**src/rtl/seq_scan_pkg.sv**
```systemverilog
// Shared types and sizing helpers for the serial pattern scan controller.
package seq_scan_pkg;

    typedef enum logic [1:0] {
        IDLE = 2'd0,
        SCAN = 2'd1,
        DONE = 2'd2
    } state_t;

    localparam int DEF_WORD_W = 16;
    localparam int DEF_PAT_W  = 3;

    // Width needed to hold 0..w inclusive (counts and the "no match" position).
    function automatic int cnt_width(input int w);
        return $clog2(w + 1);
    endfunction

endpackage

```
**src/rtl/seq_pattern_match.sv**
```systemverilog
// Serial Mealy matcher: history shift register, fill counter and masked compare
// of the newest pat_len bits against the programmed pattern.
module seq_pattern_match
    import seq_scan_pkg::*;
#(
    parameter int PAT_W = DEF_PAT_W,
    parameter int LEN_W = $clog2(PAT_W + 1)
) (
    input  logic             clk,
    input  logic             reset,
    input  logic             clear,
    input  logic             bit_valid,
    input  logic             bit_in,
    input  logic [PAT_W-1:0] pattern,
    input  logic [LEN_W-1:0] pat_len,
    input  logic             overlap,
    output logic             match
);

    logic [PAT_W-1:0] window;
    logic [PAT_W-1:0] mask;
    logic [LEN_W-1:0] fill;
    logic             enough;
    logic             equal;

    if (PAT_W > 1) begin : g_hist
        logic [PAT_W-2:0] hist;

        always_ff @(posedge clk) begin
            if (reset || clear) begin
                hist <= '0;
            end else if (bit_valid) begin
                hist <= window[PAT_W-2:0];
            end
        end

        assign window = {hist, bit_in};
    end else begin : g_nohist
        assign window = bit_in;
    end

    always_comb begin
        mask = '0;
        for (int i = 0; i < PAT_W; i++) begin
            mask[i] = (i < int'(pat_len));
        end
    end

    // fill counts valid history bits; fill+1 includes the bit being scanned.
    assign enough = ({1'b0, fill} + 1'b1) >= {1'b0, pat_len};
    assign equal  = ((window ^ pattern) & mask) == '0;
    assign match  = bit_valid && (pat_len != '0) && enough && equal;

    always_ff @(posedge clk) begin
        if (reset || clear) begin
            fill <= '0;
        end else if (bit_valid) begin
            if (match && !overlap) begin
                fill <= '0;
            end else if (fill != LEN_W'(PAT_W)) begin
                fill <= fill + 1'b1;
            end
        end
    end

endmodule

```
**src/rtl/seq_scan_ctrl.sv**
```systemverilog
// Word-level controller: accepts a word and pattern, scans it MSB-first through
// the serial matcher and returns match count and first match position.
module seq_scan_ctrl
    import seq_scan_pkg::*;
#(
    parameter int WORD_W = DEF_WORD_W,
    parameter int PAT_W  = DEF_PAT_W,
    parameter int CNT_W  = cnt_width(WORD_W)
) (
    input  logic                         clk,
    input  logic                         reset,
    input  logic                         start_valid,
    output logic                         start_ready,
    input  logic [WORD_W-1:0]            word_in,
    input  logic [PAT_W-1:0]             pattern,
    input  logic [$clog2(PAT_W+1)-1:0]   pat_len,
    input  logic                         overlap,
    output logic                         busy,
    output logic                         bit_out,
    output logic                         match_pulse,
    output logic                         result_valid,
    input  logic                         result_ready,
    output logic [CNT_W-1:0]             match_count,
    output logic [CNT_W-1:0]             first_pos
);

    localparam int LEN_W = $clog2(PAT_W + 1);
    localparam logic [CNT_W-1:0] NONE = CNT_W'(WORD_W);
    localparam logic [CNT_W-1:0] LAST = CNT_W'(WORD_W - 1);

    state_t            state;
    state_t            state_nx;
    logic [WORD_W-1:0] word_q;
    logic [PAT_W-1:0]  pattern_q;
    logic [LEN_W-1:0]  pat_len_q;
    logic              overlap_q;
    logic [CNT_W-1:0]  k_q;
    logic              accept;
    logic              match;

    always_ff @(posedge clk) begin
        if (reset) begin
            state <= IDLE;
        end else begin
            state <= state_nx;
        end
    end

    always_comb begin
        state_nx     = state;
        start_ready  = 1'b0;
        busy         = 1'b0;
        result_valid = 1'b0;
        bit_out      = 1'b0;
        accept       = 1'b0;
        unique case (state)
            IDLE: begin
                start_ready = 1'b1;
                accept      = start_valid && !reset;
                if (start_valid) begin
                    state_nx = SCAN;
                end
            end
            SCAN: begin
                busy    = 1'b1;
                bit_out = word_q[WORD_W-1];
                if (k_q == LAST) begin
                    state_nx = DONE;
                end
            end
            DONE: begin
                result_valid = 1'b1;
                if (result_ready) begin
                    state_nx = IDLE;
                end
            end
            default: state_nx = IDLE;
        endcase
    end

    assign match_pulse = match;

    always_ff @(posedge clk) begin
        if (reset) begin
            word_q      <= '0;
            pattern_q   <= '0;
            pat_len_q   <= '0;
            overlap_q   <= 1'b0;
            k_q         <= '0;
            match_count <= '0;
            first_pos   <= NONE;
        end else if (accept) begin
            word_q      <= word_in;
            pattern_q   <= pattern;
            pat_len_q   <= pat_len;
            overlap_q   <= overlap;
            k_q         <= '0;
            match_count <= '0;
            first_pos   <= NONE;
        end else if (busy) begin
            word_q <= {word_q[WORD_W-2:0], 1'b0};
            k_q    <= k_q + 1'b1;
            if (match) begin
                match_count <= match_count + 1'b1;
                if (first_pos == NONE) begin
                    first_pos <= k_q;
                end
            end
        end
    end

    seq_pattern_match #(
        .PAT_W (PAT_W),
        .LEN_W (LEN_W)
    ) u_match (
        .clk       (clk),
        .reset     (reset),
        .clear     (accept),
        .bit_valid (busy),
        .bit_in    (bit_out),
        .pattern   (pattern_q),
        .pat_len   (pat_len_q),
        .overlap   (overlap_q),
        .match     (match)
    );

endmodule

```
**config.mk**
```make
export PLATFORM = sky130hd
export DESIGN_NAME = seq_scan_ctrl
export DESIGN_NICKNAME = d
export VERILOG_FILES = /design/src/rtl/seq_scan_pkg.sv /design/src/rtl/seq_pattern_match.sv /design/src/rtl/seq_scan_ctrl.sv
export SDC_FILE = /design/constraint.sdc
export NUM_CORES = 1
export LEC_CHECK = 0
export BUFFER_PORTS_ARGS = -buffer_cell sky130_fd_sc_hd__buf_4
export CAP_MARGIN = 30
export CORE_MARGIN = 4
export CORE_UTILIZATION = 50
export CTS_BUF_LIST = sky130_fd_sc_hd__clkbuf_8
export CTS_CLUSTER_SIZE = 25
export DETAILED_ROUTE_END_ITERATION = 8
export MAX_ROUTING_LAYER = met4
export PLACE_DENSITY = 0.73
export SETUP_SLACK_MARGIN = 0.5
export SYNTH_ARGS = -nofsm -noshare
export SYNTH_HDL_FRONTEND = slang
export SYNTH_SLANG_ARGS = --single-unit
```
**constraint.sdc**
```tcl
create_clock -name clk -period 5.7 [get_ports clk]
set_input_delay 0.855 -clock clk [delete_from_list [all_inputs] [get_ports clk]]
set_output_delay 0.855 -clock clk [all_outputs]
set_load 0.02 [all_outputs]
```
-- Word level (Yosys, flattened, before mapping)
Cells that the tools add are included.
- bits in registers: 43
- bits of input ports: 26
- output and inout port bits: 15
- logic and storage cells: 59
- add/sub/neg operators: 4
- magnitude comparators: 4
- eq/ne operators: 8
- multiplexer cells: 13
- bitwise gates (word level): 2
- reductions and logical operators: 18
- operators with widths (operator ; number):
    $mux W16 ; 2
    $add A5 B1 Y5 const B ; 2
    $mux W2 ; 5
    $ne A2 B2 Y1 const B ; 4
    $pmux W2 S3 ; 1
    $reduce_and A3 Y1 ; 2
    $reduce_bool A2 Y1 ; 3
    $eq A5 B4 Y1 const B ; 1
    $eq A5 B5 Y1 const B ; 1
    $logic_and A1 B1 Y1 ; 5
    $mux W1 ; 5
    $lt A1 B2 Y1 const A ; 2
    $reduce_and A2 Y1 ; 2
    $add A2 B1 Y3 const B ; 1
    $and A3 B3 Y3 ; 1
    $ge A3 B2 Y1 ; 1
    $logic_not A3 Y1 ; 1
    $xor A3 B3 Y3 ; 1
    $add A2 B1 Y2 const B ; 1
    $eq A2 B1 Y1 const B ; 1
    $eq A2 B2 Y1 const B ; 1
    $logic_not A1 Y1 ; 2
    $logic_not A2 Y1 ; 1
    $lt A2 B2 Y1 const A ; 1
    other kinds (2) ; 2

-- Longest topological paths before layout
Gate-level depths: netlist (run 1).
- depth after elaboration: 9
- depth in mapped cells: 6

-- Modules after synthesis
Synthesis (run 1) repeated with hierarchy kept, for this count alone.
- cell total of the unflattened synthesis: 200
- area, all modules: 2005.7 µm²
- modules (own cells, without submodules) (module ; instances ; cells each ; area each (µm²) ; seq. area each (µm²)):
    seq_scan_ctrl ; 1 ; 170 ; 1719.1 ; 780.7
    seq_pattern_match ; 1 ; 30 ; 286.5 ; 80.1

-- Worst setup path before layout (run 1)
OpenSTA, ideal clock, no wires.
- path kind: register -> output
- start point: register u_match.fill[0]
- end point: output match_pulse
- data arrival time: 1.892 ns
- setup slack: 2.953 ns
- stages on the path, launching flop included: 5
- buffers on the path: 0
- cells stage by stage: dfxtp_1 > inv_1 > fa_1 > o31a_1 > nor3_1
- longest elaborated chain between the ends: 4
- RTL lines (element ; line ; text):
    from (decl) ; seq_pattern_match.sv:22 ; logic [LEN_W-1:0] fill;
    from (signal assigned) ; seq_pattern_match.sv:61 ; fill <= fill + 1'b1;
    $add A2 B1 Y3 ; seq_pattern_match.sv:50 ; assign enough = ({1'b0, fill} + 1'b1) >= {1'b0, pat_len};
    $ge A3 B2 Y1 ; seq_pattern_match.sv:50 ;
    $logic_and A1 B1 Y1 (2 in series) ; seq_pattern_match.sv:52 ; assign match = bit_valid && (pat_len != '0) && enough && equal;
    to (decl) ; seq_scan_ctrl.sv:20 ; output logic match_pulse,
No other way between the ends.

-- Worst setup path after layout (run 1)
- start point: register state[1]
- end point: output match_pulse
- longest elaborated chain between the ends: 6
- elaborated cells between the ends (all ways): 9
- those cells by class: eq/ne: 1; mux: 2; bitwise: 2; reduce/logical: 4
- RTL lines (element ; line ; text):
    from (decl) ; seq_scan_ctrl.sv:31 ; state_t state;
    from (signal assigned) ; seq_scan_ctrl.sv:45 ; state <= state_nx;
    $eq A2 B1 Y1 * ; seq_scan_ctrl.sv:56 ; unique case (state)
    $mux W1 ; seq_scan_ctrl.sv:56 ;
    $xor A3 B3 Y3 ; seq_pattern_match.sv:51 ; assign equal = ((window ^ pattern) & mask) == '0;
    $and A3 B3 Y3 ; seq_pattern_match.sv:51 ;
    $logic_not A3 Y1 ; seq_pattern_match.sv:51 ;
    $logic_and A1 B1 Y1 * ; seq_pattern_match.sv:52 ;
Mark *: on every way between the ends. The rest lies on a longest branch, timed or not.

==> results of run 1 <==
==> cells in the final DEF, fill, tap and decap left out, types with 2 or more instances in the layout <==
cell / n
nand2_1: 53
dfxtp_1: 43
buf_4: 41
nor2_1: 25
a21oi_1: 15
a311oi_1: 14
inv_1: 6
clkbuf_8: 6
nor3b_1: 5
or3_1: 5
ha_1: 5
xor2_1: 4
nand3_1: 4
a41oi_1: 4
mux2i_1: 3
a22oi_1: 3
o31ai_1: 3
nand4_1: 3
nand2b_1: 2
nor2b_1: 2
xnor2_1: 2
nor4_1: 2
==> registers in the layout, indices dropped and copies added (netlist names) <==
signal	flops
k_q	5
u_match.fill	2
first_pos	5
pattern_q	3
pat_len_q	2
overlap_q	1
state	2
u_match.g_hist.hist	2
word_q	16
match_count	5
==> per-stage QoR <==
stage / worst slack (ns) / instance area (µm²) / cells / hold slack (ns)
floorplan: 2.953 / 1952 / 234 / 0.4363
global placement: 2.665 / 2267 / 310 / 0.4443
detailed placement: 2.549 / 2295 / 311 / 0.4505
CTS: 2.211 / 2382 / 318 / 0.4694
global route: 1.992 / 2382 / 318 / 0.4999
finish: 2.225 / 2382 / 318 / 0.4707
==> final timing paths <==
path / startpoint / to / cells after the start
setup reg to reg: state[1]$_SDFFE_PP0P_ / match_count[4]$_SDFFE_PP0P_ / 5
setup / recovery: state[1]$_SDFFE_PP0P_ / match_pulse / 5
hold reg to reg: word_q[0]$_SDFFE_PP0P_ / word_q[0]$_SDFFE_PP0P_ / 2
hold / removal: word_q[0]$_SDFFE_PP0P_ / word_q[0]$_SDFFE_PP0P_ / 2
==> per-layer routing <==
metal | global-route usage | wire length [µm] | up-vias
li1 | - | - | 903
met1 | 0.2648 | 2145 | 820
met2 | 0.2817 | 1965 | 52
met3 | 0.06331 | 264 | 6
met4 | 0.05745 | 47 | 0
met5 | - | 0 | -
==> power by group through the flow <==
stage | Combinational (mW) | Clock [mW] | Sequential [mW]
global route | 0.103 | 0.214 | 0.329
CTS | 0.0920 | 0.197 | 0.327
finish | 0.0917 | 0.193 | 0.327
floorplan | 0.0593 | 0 | 0.331
detailed placement | 0.0914 | 0 | 0.333
global placement | 0.0866 | 0 | 0.333
==> worst max-delay path: cells and delay by family (launching register included) <==
kind | cells | cell delay (ns)
AOI/OAI and AO/OA | 1 | 0.27
buffers and inverters | 2 | 0.83
DFF | 1 | 0.33
and+or+nand+nor | 2 | 0.90
==> kinds of logic (layout without fill, tap and decap cells) <==
family	after synthesis	after routing	share of synthesized area
buffers and inverters	20	56	0.04038
AND/OR/NAND/NOR	107	107	0.2474
flip-flops	43	43	0.4410
XOR/XNOR	6	6	0.02692
multiplexers	3	3	0.01539
adder cells (fa/ha/maj)	6	6	0.04231
AO/OA/AOI/OAI	49	49	0.1865
==> final cells by class <==
type,count,area [µm²],area share
Clock buffer,6,82.58,0.03466
Clock inverter,1,5.005,0.002101
Inverter,7,26.28,0.01103
Multi-Input combinational cell,171,1012,0.4249
Sequential cell,43,860.8,0.3613
Tap cell,48,60.06,0.02521
Timing Repair Buffer,42,335.3,0.1408
==> flow_summary_export.csv, run 1 <==
group,metric,value,unit
yosys,synth_area,1952,µm²
yosys,yosys.area.top_type,"dfxtp_1",
setup_path,worst-path-max-fanout,29,
yosys,syn-instance-count,234,
floorplan,die_w,70.48,µm
setup_path,critPathLaunchType,"flip-flop",
setup_path,critPathMaxStageDelay,0.61,ns
cts,tritoncts,"done",
floorplan,die_area,4967,µm²
timing,setup_tns,0,ns
outcome,outcome,"completed",
route,vias,1781,
timing,skew,0.004897,ns
placed_design,dp_hpwl,3027,µm
yosys,synth_edf_count,0,
floorplan,io_pins,41,
power,vdd_ir_drop_max,155.7,µV
route,avgViaCountPerCell,5.601,
global_routing,track_usage,0.1969,
global_routing,grt.overflow.total,0,
timing,worstMarginPinSlew,0.8654,ns
power,combPwrFrac,0.150,
timing,fin_crit,3.475,ns
floorplan,core-area,3716,µm²
power,swShare,0.2651,
yosys,synthArstFlopShare,0,
placed_design,io_buffers,40,
layout,nFillCells,344,
route,drtIter0Drc,189,
power,pwr-share-clk,0.316,
setup_path,worstPathRequired,4.85,ns
timing,hold_viol,0,
cts,clk_latency,0.29,ns
cts,clk_path_buf_depth,2,
yosys,synth_nets,266,
setup_path,cp_cell_sequence,"nand2b_1 > inv_2 > o211ai_2 > nor3_1 > buf_4",
global_routing,grt_pass1_wl,7665,µm
power,p_sw,162.3,µW
route,dr.pass1.iters,4,
layout,nets,302,
cts,cts-root-buf,"clkbuf_8",
setup_path,worstPathArrival,2.62,ns
placed_design,place_congestion,0.7670,
flow_run,maxCapViolCount,0,
power,p_total,612.1,µW
power,p_per_area,256.9,nW/µm²
yosys,ys.warnings.count,0,
yosys,seq_area_frac_synth,0.4410,
floorplan,initial_core_util,0.5253,
cts,postCtsSetupBuffers,0,
power,internal_power,449.8,µW
global_routing,grt_max_degree,31,
timing,grt_setup_unrepaired,"no",
route,routedWlPerCell,13.91,µm
cts,htreeDepth,2,
timing,fin_crit_sh,0.6096,
global_routing,grt_pass1_vias,1670,
floorplan,dieHeight,70.48,µm
yosys,avgSynthCellArea,8.341,µm²
layout,utilization,0.6411,
timing,setup_violations,0,
yosys,synth_commonest_cells,"nand2_1 (53), dfxtp_1 (43), nor2_1 (25)",
setup_path,cp-end-kind,"output port",
yosys,synth_most_common_cell,"nand2_1",
setup_path,slowest_stage,"inv_2",
global_routing,antenna_found_initial,0,
timing,fmax,0.2878,GHz
layout,area_growth,22.05,%
cts,cts_resized,0,
setup_path,r2r_setup_slack,3.25,ns
timing,maxSlewHeadroom,0.4231,
cts,clkTransAtPathRegs,0.07,ns
cts,clock_sinks,43,
route,ant_nets,0,
power,cellLeakagePower,0.9643,nW
layout,antenna_cells,0,
layout,drive_above_1_share,0.1963,
hold_path,hp-class,"flip-flop to flip-flop",
yosys,synth_area_leaders,"dfxtp_1 (44%), nand2_1 (10%), a311oi_1 (6.3%), nor2_1 (4.8%), a21oi_1 (3.8%)",
power,seqPwrFrac,0.534,
yosys,synth_top_area_frac,0.4410,
cts,hold_buffers,0,
route,drc,0,
yosys,synth_cell_types,40,
route,routed_wl,4423,µm
yosys,ys_ff_latch,43,
yosys,synth-main-ff-cell,"dfxtp_1",
floorplan,row_count,22,
timing,final_max_slew_viol_count,0,
cts,numCtsBuffers,5,
setup_path,critPathKind,"flip-flop to output port",
Power figures use the tool's default switching activity.
==> run 2, diff against run 1 <==
ABC_AREA = 1   (was unset)
clock period = 3.3 ns   (was 5.7 ns; I/O delays follow)
==> run 2 against run 1 <==
  * Synthesized cell count rose by 9.4%
  * Critical endpoint unchanged
  * Sequential share of layout area is 1.2 points higher
  * Sequential power rose by 69%
  * Via count decreased by 3.6%
==> flow_summary_export.csv, run 2 <==
group,metric,value,unit
outcome,outcome,"completed",
layout,nFillCells,370,
cts,clk_latency,0.29,ns
timing,grt_setup_unrepaired,"no",
timing,setup_violations,0,
global_routing,grt.overflow.total,0,
route,vias,1716,
placed_design,dp_hpwl,2699,µm
floorplan,dieHeight,70.12,µm
floorplan,initial_core_util,0.5231,
yosys,syn-instance-count,256,
setup_path,worstPathRequired,2.80,ns
setup_path,cp_cell_sequence,"inv_1 > fa_1 > nor2_1 > a21oi_1 > nor2_2 > nand2_2 > inv_4 > buf_4",
setup_path,critPathLaunchType,"flip-flop",
global_routing,grt_pass1_wl,7162,µm
timing,setup_tns,0,ns
yosys,ys_ff_latch,43,
route,routedWlPerCell,11.31,µm
route,drc,0,
setup_path,worst-path-max-fanout,9,
setup_path,critPathMaxStageDelay,0.47,ns
floorplan,core-area,3689,µm²
placed_design,io_buffers,40,
route,ant_nets,0,
cts,tritoncts,"done",
layout,antenna_cells,0,
cts,cts_resized,0,
yosys,synthArstFlopShare,0,
route,drtIter0Drc,102,
yosys,synth_edf_count,0,
floorplan,row_count,22,
layout,largest_register_ffs,16,
timing,maxSlewHeadroom,0.6908,
yosys,synth_nets,288,
yosys,yosys.area.top_type,"dfxtp_1",
hold_path,hp-class,"input port to flip-flop",
setup_path,worstPathArrival,1.98,ns
cts,cts-root-buf,"clkbuf_8",
layout,layout_commonest_cell,"nand2_1",
timing,fin_crit_sh,0.7500,
cts,hold_buffers,0,
floorplan,die_area,4917,µm²
yosys,seq_area_frac_synth,0.4462,
cts,numCtsBuffers,5,
power,vdd_ir_drop_max,381.0,µV
placed_design,place_congestion,0.7127,
yosys,synth_area_leaders,"dfxtp_1 (45%), nand2_1 (16%), a31oi_1 (5.8%), inv_1 (4.7%), nor2_1 (3.3%)",
timing,fin_hold_ws,0.4120,ns
route,routed_wl,3869,µm
cts,clock_sinks,43,
layout,nets,325,
timing,fin_crit,2.475,ns
global_routing,grt_max_degree,28,
yosys,synth_area,1929,µm²
yosys,synth-main-ff-cell,"dfxtp_1",
power,cellLeakagePower,0.9631,nW
layout,drive_above_1_share,0.2075,
yosys,synth_top_area_frac,0.4462,
layout,largest-register,"word_q",
timing,skew,0.005275,ns
timing,worstMarginPinSlew,0.4599,ns
yosys,synth_most_common_cell,"nand2_1",
timing,timing.final.ws_setup,0.8250,ns
global_routing,grt_pass1_vias,1637,
route,dr.pass1.iters,4,
flow_run,maxCapViolCount,0,
timing,fmax,0.4040,GHz
setup_path,slowest_stage,"fa_1",
route,avgViaCountPerCell,5.018,
cts,clkTransAtPathRegs,0.08,ns
yosys,avgSynthCellArea,7.537,µm²
yosys,synth_cell_types,30,
floorplan,io_pins,41,
floorplan,die_w,70.12,µm
cts,postCtsSetupBuffers,0,
power,p_per_area,446.3,nW/µm²
yosys,ys.warnings.count,0,
cts,htreeDepth,2,
setup_path,cp-end-kind,"output port",
timing,hold_viol,0,
placed_design,post-place-ws,1.138,ns
yosys,synth_commonest_cells,"nand2_1 (81), dfxtp_1 (43), inv_1 (24)",
global_routing,track_usage,0.1795,
timing,final_max_slew_viol_count,0,
setup_path,critPathKind,"flip-flop to output port",
layout,area_growth,19.65,%
global_routing,antenna_found_initial,0,
layout,layout_common_cells,"nand2_1 (81), dfxtp_1 (43), buf_4 (40)",
cts,clk_path_buf_depth,2,
==> run 2: path summary, 6_finish.rpt <==
kind                                startpoint                     endpoint  slack [ns]  cells after the start
setup / recovery  u_match.fill[0]$_SDFFE_PP0P_                  match_pulse        0.83                      8
hold / removal                      pattern[2]    pattern_q[2]$_SDFFE_PP0P_        0.41                      3
setup reg to reg  u_match.fill[0]$_SDFFE_PP0P_  match_count[2]$_SDFFE_PP0P_        1.42                      9
hold reg to reg      first_pos[0]$_SDFFE_PP0P_    first_pos[0]$_SDFFE_PP0P_        0.48                      2
==> run 2: stage by stage <==
step | instance area [µm²] | utilization | power (mW) | cells
after floorplan | 1929 | - | 0.6546 | 256
after global placement | 2208 | 0.5987 | 0.6894 | 334
after detailed placement | 2208 | 0.5987 | 0.6913 | 334
after CTS | 2308 | 0.6258 | 1.041 | 342
after global routing | 2308 | 0.6258 | 1.084 | 342
final | 2308 | 0.6258 | 1.030 | 342
==> run 2: layout make-up <==
class / count / area [µm²] / area share
clock buffer: 7 / 96.34 / 0.04173
inverter: 30 / 120.1 / 0.05203
timing repair buffer: 40 / 300.3 / 0.1301
tap: 48 / 60.06 / 0.02602
clock inverter: 1 / 3.754 / 0.001626
multi-input combinational: 173 / 867.1 / 0.3756
sequential: 43 / 860.8 / 0.3729
==> run 2: metal layers <==
layer  share of wire  vias up  global-route usage
met3           0.054        5             0.04317
met4           0.011        0             0.05106
met2            0.46       43              0.2886
met5               0        -                   -
li1                -      903                   -
met1            0.47      765              0.2249
==> run 2: kinds of logic (layout without fill, tap and decap cells) <==
logic type,Yosys count,count (layout),share of synthesized area
xor gates and xnor gates,1,1,0.004540
buffers and inverters,40,78,0.1044
and+or+nand+nor,122,122,0.2685
DFF,43,43,0.4462
AOI/OAI and AO/OA,44,44,0.1336
adders and majority gates,6,6,0.04280
==> run 2: critical path: cells and delay by family, from the launching register on <==
kind | cells | cell delay, ns
AOI/OAI and AO/OA | 1 | 0.08
adders and majority gates | 1 | 0.47
and+or+nand+nor | 3 | 0.38
buffers and inverters | 3 | 0.37
DFF | 1 | 0.39
==> run 2: report_power, final <==
group | switching (mW) | internal, mW | total, mW
Sequential | 0.0130 | 0.539 | 0.552
Combinational | 0.0745 | 0.0524 | 0.127
Clock | 0.164 | 0.188 | 0.351
Total | 0.251 | 0.779 | 1.03
==> run 3, diff against run 2 <==
ABC_AREA = 0   (was 1)
PLACE_DENSITY = 0.76   (was 0.73)
clock period = 2.1 ns   (was 3.3 ns; I/O delays follow)
==> run 3 against run 2 <==
  * The run now ends with negative setup slack left
  * Highest routed layer unchanged
  * Largest cell class unchanged
  * Clock power rose by 72%
  * Worst hold slack got worse by 0.14 ns
  * Count of clock-buffer cells in the layout fell by 2
  * Sequential share of layout area fell by 4.4 points
  * Utilization rose by 8.7 points
  * Critical path depth fell by 3
==> flow_summary_export.csv, run 3 (synthesized netlist as in run 1, its figures left out) <==
group,metric,value,unit
outcome,outcome,"complete, but fails checks",
outcome,violations,"negative setup slack",
placed_design,io_buffers,40,
timing,skew,0.006245,ns
timing,hold_viol,0,
route,vias,1860,
floorplan,io_pins,41,
cts,clk_path_buf_depth,2,
cts,numCtsBuffers,5,
route,avgViaCountPerCell,5.552,
cts,cts-root-buf,"clkbuf_8",
route,routedWlPerCell,14.64,µm
layout,nets,319,
power,vdd_ir_drop_max,397.8,µV
route,drc,0,
placed_design,post-place-ws,0.1375,ns
timing,fin_crit,2.102,ns
layout,largest-register,"word_q",
timing,fmax,0.4757,GHz
global_routing,grt_pass1_wl,7755,µm
placed_design,dp_cells,315,
layout,drive_above_1_share,0.3206,
setup_path,worstPathArrival,1.79,ns
power,cellLeakagePower,1.073,nW
hold_path,hp-class,"input port to flip-flop",
timing,timing.final.ws_setup,-0.001980,ns
power,p_total,1.828,mW
route,routed_wl,4903,µm
floorplan,die_area,4967,µm²
cts,clk_latency,0.29,ns
floorplan,core-area,3716,µm²
setup_path,cp_cell_sequence,"inv_2 > fa_1 > o31a_1 > nor3_4 > buf_6",
layout,area_growth,35.71,%
cts,clock_sinks,43,
placed_design,place_congestion,0.7744,
setup_path,critPathKind,"flip-flop to output port",
global_routing,grt_pass1_vias,1701,
route,ant_nets,0,
global_routing,grt.overflow.total,0,
global_routing,track_usage,0.1974,
global_routing,grt_max_degree,30,
cts,clkTransAtPathRegs,0.08,ns
timing,worstMarginPinSlew,0.6316,ns
floorplan,initial_core_util,0.5253,
timing,grt_setup_unrepaired,"yes",
layout,stdcell_count,335,
timing,setup_violations,1,
layout,finish.instance_area,2649,µm²
layout,layout_common_cells,"nand2_1 (53), buf_4 (53), dfxtp_1 (34)",
flow_run,maxCapViolCount,0,
timing,fin_hold_ws,0.2712,ns
setup_path,crit_buf_inv,2,
timing,setup_tns,-0.001980,ns
route,dr.pass1.iters,4,
setup_path,slowest_stage,"fa_1",
floorplan,row_count,22,
cts,tritoncts,"done",
timing,maxSlewHeadroom,0.5789,
route,drtIter0Drc,139,
power,p_per_area,690.3,nW/µm²
cts,htreeDepth,2,
global_routing,antenna_found_initial,0,
floorplan,die_w,70.48,µm
timing,fin_crit_sh,1.001,
timing,final_max_slew_viol_count,0,
setup_path,worst-path-max-fanout,2,
setup_path,critPathMaxStageDelay,0.50,ns
placed_design,dp_hpwl,3062,µm
layout,utilization,0.7128,
layout,nFillCells,301,
setup_path,critPathLaunchType,"flip-flop",
layout,largest_register_ffs,16,
setup_path,cpLargestDelayFamily,"adder cells",
setup_path,worstPathRequired,1.78,ns
floorplan,dieHeight,70.48,µm
layout,antenna_cells,0,
setup_path,cp-end-kind,"output port",
placed_design,placed_cell_area,2336,µm²
## run 3: area by class of cell
class	count	area (µm²)	share of cell area
multi-input combinational	171	1102	0.4162
tap	48	60.06	0.02267
timing repair buffer	59	483.0	0.1823
inverter	7	28.78	0.01086
clock buffer	5	68.82	0.02598
sequential	43	872.1	0.3292
clock inverter	2	33.78	0.01275
## run 3: power breakdown
| part | leakage (nW) | internal, mW | switching (mW) |
|---|---|---|---|
| logic | 0.663 | 0.158 | 0.176 |
| registers | 0.355 | 0.859 | 0.0310 |
| clock network | 0.0554 | 0.344 | 0.260 |
## run 3: final timing paths
check,startpoint,to,slack (ns),cells after the start
worst max-delay path,u_match.fill[0]$_SDFFE_PP0P_,match_pulse,-0.002,5
worst min register to register,first_pos[4]$_SDFFE_PP1P_,first_pos[4]$_SDFFE_PP1P_,0.46,2
worst max register to register,u_match.fill[0]$_SDFFE_PP0P_,match_count[0]$_SDFFE_PP0P_,0.03,6
worst min-delay path,pat_len[1],pat_len_q[1]$_SDFFE_PP0P_,0.27,3
## run 3: worst min-delay path: stages
cell,delay [ns]
buf_4,0.11
nand2_1,0.05
a21oi_1,0.05
## run 3: repair_timing
item,CTS,global route
resized for setup,12,11
setup endpoints to repair,15,21
buffers inserted,9,4
pin swaps,4,6
hold buffers,0,0
## run 3: routing by layer
layer | up-vias | track usage | routed length (µm)
met2 | 54 | 0.2963 | 2238
met3 | 10 | 0.03741 | 249
li1 | 931 | - | -
met1 | 865 | 0.2619 | 2313
met5 | - | - | 0
met4 | 0 | 0.07660 | 102
